$ cat src/rtl/prg_bus_mapper.sv
// CPU bus decoder for the PRG side of a UxROM-style cartridge: internal RAM mirror,
// PPU/APU register ports with ack timeout, banked PRG ROM and open-bus handling.
module prg_bus_mapper #(
    parameter  int RAM_AW     = 11,
    parameter  int PRG_BANKS  = 8,
    parameter  int ROM_LAT    = 1,
    parameter  int IO_TIMEOUT = 15,
    localparam int BANK_W     = (PRG_BANKS > 1) ? $clog2(PRG_BANKS) : 1
) (
    input  logic                 clk,
    input  logic                 rst,
    input  logic                 cpu_req,
    input  logic                 cpu_wr,
    input  logic [15:0]          cpu_addr,
    input  logic [7:0]           cpu_wdata,
    output logic [7:0]           cpu_rdata,
    output logic                 cpu_ack,
    output logic [RAM_AW-1:0]    ram_addr,
    output logic [7:0]           ram_wdata,
    output logic                 ram_we,
    input  logic [7:0]           ram_rdata,
    output logic [BANK_W+13:0]   rom_addr,
    input  logic [7:0]           rom_rdata,
    output logic                 io_req,
    output logic                 io_wr,
    output logic                 io_sel,
    output logic [4:0]           io_addr,
    output logic [7:0]           io_wdata,
    input  logic [7:0]           io_rdata,
    input  logic                 io_ack,
    output logic [BANK_W-1:0]    bank,
    output logic                 timeout_err
);

    // state  | meaning
    // IDLE   | waiting for cpu_req; also the cycle cpu_ack is high
    // RAM    | two cycles: address/write strobe, then sync RAM data capture
    // ROM    | counting down the PRG ROM read latency
    // IO     | io_req held until io_ack or the timeout counter expires
    // DONE   | open bus or bank-register write, completes next edge
    localparam logic [2:0] S_IDLE = 3'd0;
    localparam logic [2:0] S_RAM  = 3'd1;
    localparam logic [2:0] S_ROM  = 3'd2;
    localparam logic [2:0] S_IO   = 3'd3;
    localparam logic [2:0] S_DONE = 3'd4;

    localparam logic [BANK_W-1:0] TOP_BANK = BANK_W'(PRG_BANKS - 1);

    logic [2:0]  state;
    logic [14:0] addr_q;
    logic        wr_q;
    logic [7:0]  wdata_q;
    logic [7:0]  cnt;

    assign ram_addr  = addr_q[RAM_AW-1:0];
    assign ram_wdata = wdata_q;
    assign ram_we    = (state == S_RAM) && wr_q && (cnt == 8'd1);

    // $C000-$FFFF is fixed to the last bank; $8000-$BFFF follows the bank register
    assign rom_addr  = {(addr_q[14] ? TOP_BANK : bank), addr_q[13:0]};

    assign io_req    = (state == S_IO);
    assign io_wr     = wr_q;
    assign io_sel    = addr_q[14];
    assign io_addr   = addr_q[14] ? addr_q[4:0] : {2'b00, addr_q[2:0]};
    assign io_wdata  = wdata_q;

    always_ff @(posedge clk) begin
        if (rst) begin
            state       <= S_IDLE;
            bank        <= '0;
            cpu_rdata   <= 8'h00;
            cpu_ack     <= 1'b0;
            timeout_err <= 1'b0;
            cnt         <= 8'd0;
            addr_q      <= '0;
            wr_q        <= 1'b0;
            wdata_q     <= 8'h00;
        end else begin
            cpu_ack     <= 1'b0;
            timeout_err <= 1'b0;
            case (state)
                S_IDLE: begin
                    if (cpu_req) begin
                        addr_q  <= cpu_addr[14:0];
                        wr_q    <= cpu_wr;
                        wdata_q <= cpu_wdata;
                        if (cpu_addr < 16'h2000) begin
                            state <= S_RAM;
                            cnt   <= 8'd1;
                        end else if (cpu_addr < 16'h4020) begin
                            state <= S_IO;
                            cnt   <= 8'(IO_TIMEOUT - 1);
                        end else if (cpu_addr < 16'h8000) begin
                            state <= S_DONE;
                        end else if (cpu_wr) begin
                            bank  <= (PRG_BANKS > 1) ? cpu_wdata[BANK_W-1:0] : '0;
                            state <= S_DONE;
                        end else begin
                            state <= S_ROM;
                            cnt   <= 8'(ROM_LAT);
                        end
                    end
                end
                S_RAM: begin
                    if (cnt != 8'd0) begin
                        cnt <= cnt - 8'd1;
                    end else begin
                        if (!wr_q) cpu_rdata <= ram_rdata;
                        cpu_ack <= 1'b1;
                        state   <= S_IDLE;
                    end
                end
                S_ROM: begin
                    if (cnt != 8'd0) begin
                        cnt <= cnt - 8'd1;
                    end else begin
                        cpu_rdata <= rom_rdata;
                        cpu_ack   <= 1'b1;
                        state     <= S_IDLE;
                    end
                end
                S_IO: begin
                    if (io_ack) begin
                        if (!wr_q) cpu_rdata <= io_rdata;
                        cpu_ack <= 1'b1;
                        state   <= S_IDLE;
                    end else if (cnt == 8'd0) begin
                        timeout_err <= 1'b1;
                        cpu_ack     <= 1'b1;
                        state       <= S_IDLE;
                    end else begin
                        cnt <= cnt - 8'd1;
                    end
                end
                S_DONE: begin
                    cpu_ack <= 1'b1;
                    state   <= S_IDLE;
                end
                default: state <= S_IDLE;
            endcase
        end
    end

endmodule

$ cat config.mk
export PLATFORM = sky130hd
export DESIGN_NAME = prg_bus_mapper
export DESIGN_NICKNAME = d
export VERILOG_FILES = /design/src/rtl/prg_bus_mapper.sv
export SDC_FILE = /design/constraint.sdc
export NUM_CORES = 1
export LEC_CHECK = 0
export BUFFER_PORTS_ARGS = -buffer_cell sky130_fd_sc_hd__buf_4
export CAP_MARGIN = 20
export CORE_AREA = 5 5 73 92
export CTS_BUF_LIST = sky130_fd_sc_hd__clkbuf_4 sky130_fd_sc_hd__clkbuf_8
export CTS_CLUSTER_SIZE = 16
export DETAILED_ROUTE_END_ITERATION = 10
export DIE_AREA = 0 0 78 97
export PLACE_DENSITY = 0.85
export SLEW_MARGIN = 10
export SYNTH_ARGS = -nofsm -noshare
export SYNTH_HDL_FRONTEND = slang
export SYNTH_SLANG_ARGS = --single-unit
$ cat constraint.sdc
create_clock -name clk -period 2.7 [get_ports clk]
set_input_delay 0.405 -clock clk [delete_from_list [all_inputs] [get_ports clk]]
set_output_delay 0.405 -clock clk [all_outputs]
set_load 0.02 [all_outputs]
==> qor.txt <==
Area Overhead vs Synth - 32.8%
first-pass GRT wire length - 10.6 mm
Async SR Flop Fraction - 0%
Clk pin slew, worst setup/hold paths - 0.09 ns
Worst EP required - 2.90 ns
post-synth cell types - 43
post-CTS setup buffers - 0
clk_lat worst skew - 0.30 ns
fin area - 3300 um^2
share of the synthesized area in the top cell type - 38.6%
Synth Area per Inst - 8.00 um^2
Num CTS Buffers - 5
Mapped Nets - 366
CP bufs+invs - 1
worst setup margin - 0.383 ns
DP Area - 3210 um^2
GRT Total Usage - 16.6%
Crit. Startpoint - cnt[0]$_SDFFE_PP0P_
Critical Path End - cnt[0]$_SDFFE_PP0P_
Crit. path cell count - 7
max-slew violation count - 0
Leak Pwr - 1.53 nW
ANT cells - 0
critical path arrival - 2.52 ns
outcome - completed
grt ovf - 0
critical path type - register to register
PD cells - 538 nW/um^2
commonest non-fill, non-tap cells in the layout - buf_4 (122), nand2_1 (68), dfxtp_1 (48)
commonest non-fill, non-tap cell in the layout - buf_4
I/O Buffers - 118
clock sink count - 48
Die Ht - 97 um
maxcap violations - 0
area leader, netlist - dfxtp_1
Worst setup SP type - register
Power Total - 1.78 mW
Via density - 5.29
die area - 7570 um^2
post_cts resized - 0
r2r setup slk - 0.38 ns
1st-iter DRT viols - 122
Hold Path Class - input pin to register
IO Pins - 119
CP max stage delay - 0.61 ns
# fillers - 503
Remaining DRCs - 0
CTS Root Buffer Type - clkbuf_8
worst relative slew slack - 42.7%
pin count of the biggest net entering global routing - 49
antenna violations before repair - 0
Post-CTS Hold Buffers - 0
final-report hold violation count - 0
Worst setup EP type - register
sequential fraction of the synthesis area - 38.6%
post-DP HPWL - 5.13 mm
core area - 5700 um^2
RSZ-0062 raised after global routing - false
cells along the critical path - inv_1, ha_1, or3b_2, o311a_1, a21boi_0, o21ai_0, a31o_1
Synth Instances - 311
register bit count reported by yosys - 48
Post-synth EDFFs - 0
layout cells sized above 1 - 35.7%
worst vdd ir - 257 uV
Synth Cell Area - 2490 um^2
Routed WL per cell - 14.4 um
top post-synthesis cells by area - dfxtp_1 (39%), nand2_1 (10%), mux2i_1 (7.6%)
FP Rows - 31
Routed Antenna Nets - 0
Synth Flop Type - dfxtp_1
clk_skew - 0.00465 ns
Worst-Margin Slew - 0.857 ns
Via Count - 2,456
gpl congestion - 0.902
pre-CTS setup slack - 0.497 ns
NumNets Final - 452
drt first pass iters - 4
min Tclk post-route - 2.32 ns
crit share post-route - 85.8%
initial core utilization - 43.6%
Setup violations, final - 0
Setup TNS - 0 ns
CTS tree - yes
Syn. warnings - 0
FF-to-FF Start - cnt[0]$_SDFFE_PP0P_
DRT Wirelength - 6.68 mm
CTS H-Tree Depth - 2
Reg-to-Reg End - cnt[0]$_SDFFE_PP0P_
Worst path slowest cell - a21boi_0
buffer depth of the longest clock path - 2
vias in the first global route - 2,310
DIE WIDTH - 78 um
worst-path maximum fanout - 6
Fmax achieved - 432 MHz
r2r worst-path depth - 7
Crit path max-delay family - compound AO/OA/AOI/OAI gates
report_power, final:
part	leakage, nW	total, mW	switching [mW]	internal [mW]
clock	0.0516	0.459	0.249	0.210
sequential	0.392	0.801	0.0471	0.754
combinational	1.08	0.518	0.280	0.239
total	1.53	1.78	0.576	1.20
flip-flops by register name, summed over array words and instances (netlist names):
signal,flops
io_wr,1
timeout_err,1
addr_q,15
io_wdata,8
state,3
cpu_rdata,8
cpu_ack,1
cnt,8
bank,3
final cells by class:
| class | instances | area [um^2] | area share (%) |
|---|---|---|---|
| multi-input combinational | 216 | 1230 | 37.3 |
| sequential | 48 | 961 | 29.1 |
| timing repair buffer | 122 | 916 | 27.7 |
| clock buffer | 6 | 82.6 | 2.50 |
| tap | 66 | 82.6 | 2.50 |
| inverter | 4 | 15.0 | 0.454 |
| clock inverter | 2 | 13.8 | 0.417 |
worst min path at each step:
stage,startpoint,endpoint,slack (ns),cells after the start
after floorplan,cnt[1]$_SDFFE_PP0P_,cnt[1]$_SDFFE_PP0P_,0.46,2
after global placement,addr_q[11]$_SDFFE_PP0P_,addr_q[11]$_SDFFE_PP0P_,0.45,2
after detailed placement,addr_q[12]$_SDFFE_PP0P_,addr_q[12]$_SDFFE_PP0P_,0.45,2
after CTS,io_ack,timeout_err$_SDFF_PP0_,0.31,2
after global routing,io_ack,timeout_err$_SDFF_PP0_,0.31,2
final,io_ack,timeout_err$_SDFF_PP0_,0.31,2
layer usage:
layer | share of wire, % | track usage [%]
met1 | 39 | 18.8
met2 | 50 | 29.1
met3 | 9.5 | 5.76
met4 | 0.97 | 4.29
met5 | 0 | 0
synth_stat cells (all sizes together) (4+ instances only):
| cell | count |
|---|---|
| a21oi | 31 |
| and2 | 5 |
| buf | 27 |
| clkbuf | 16 |
| dfxtp | 48 |
| inv | 4 |
| mux2i | 19 |
| nand2 | 68 |
| nor2 | 20 |
| nor3 | 8 |
| o211ai | 4 |
| o21ai | 16 |
| or2 | 4 |
| or4 | 5 |
worst reg2reg max path, stage by stage, from the launching register on:
cell and delay [ns]:
dfxtp_1 0.42, inv_1 0.07, ha_1 0.23, or3b_2 0.23, o311a_1 0.20, a21boi_0 0.61
o21ai_0 0.21, a31o_1 0.26
metrics by stage:
stage / hold slack [ns] / util [%] / std cells
final: 0.309 / 58.0 / 464
after floorplan: 0.459 / - / 311
after global routing: 0.307 / 58.0 / 464
after detailed placement: 0.451 / 56.3 / 456
after global placement: 0.446 / 56.3 / 456
after CTS: 0.305 / 58.0 / 464
kinds of logic after synthesis:
logic type      share of synthesized area, %
buf+inv                                 11.8
flops                                   38.6
fa+ha+maj                               1.01
simple gates                            23.7
compound gates                          16.8
mux                                     8.09
Note: power is estimated with default switching activity, not from simulation.
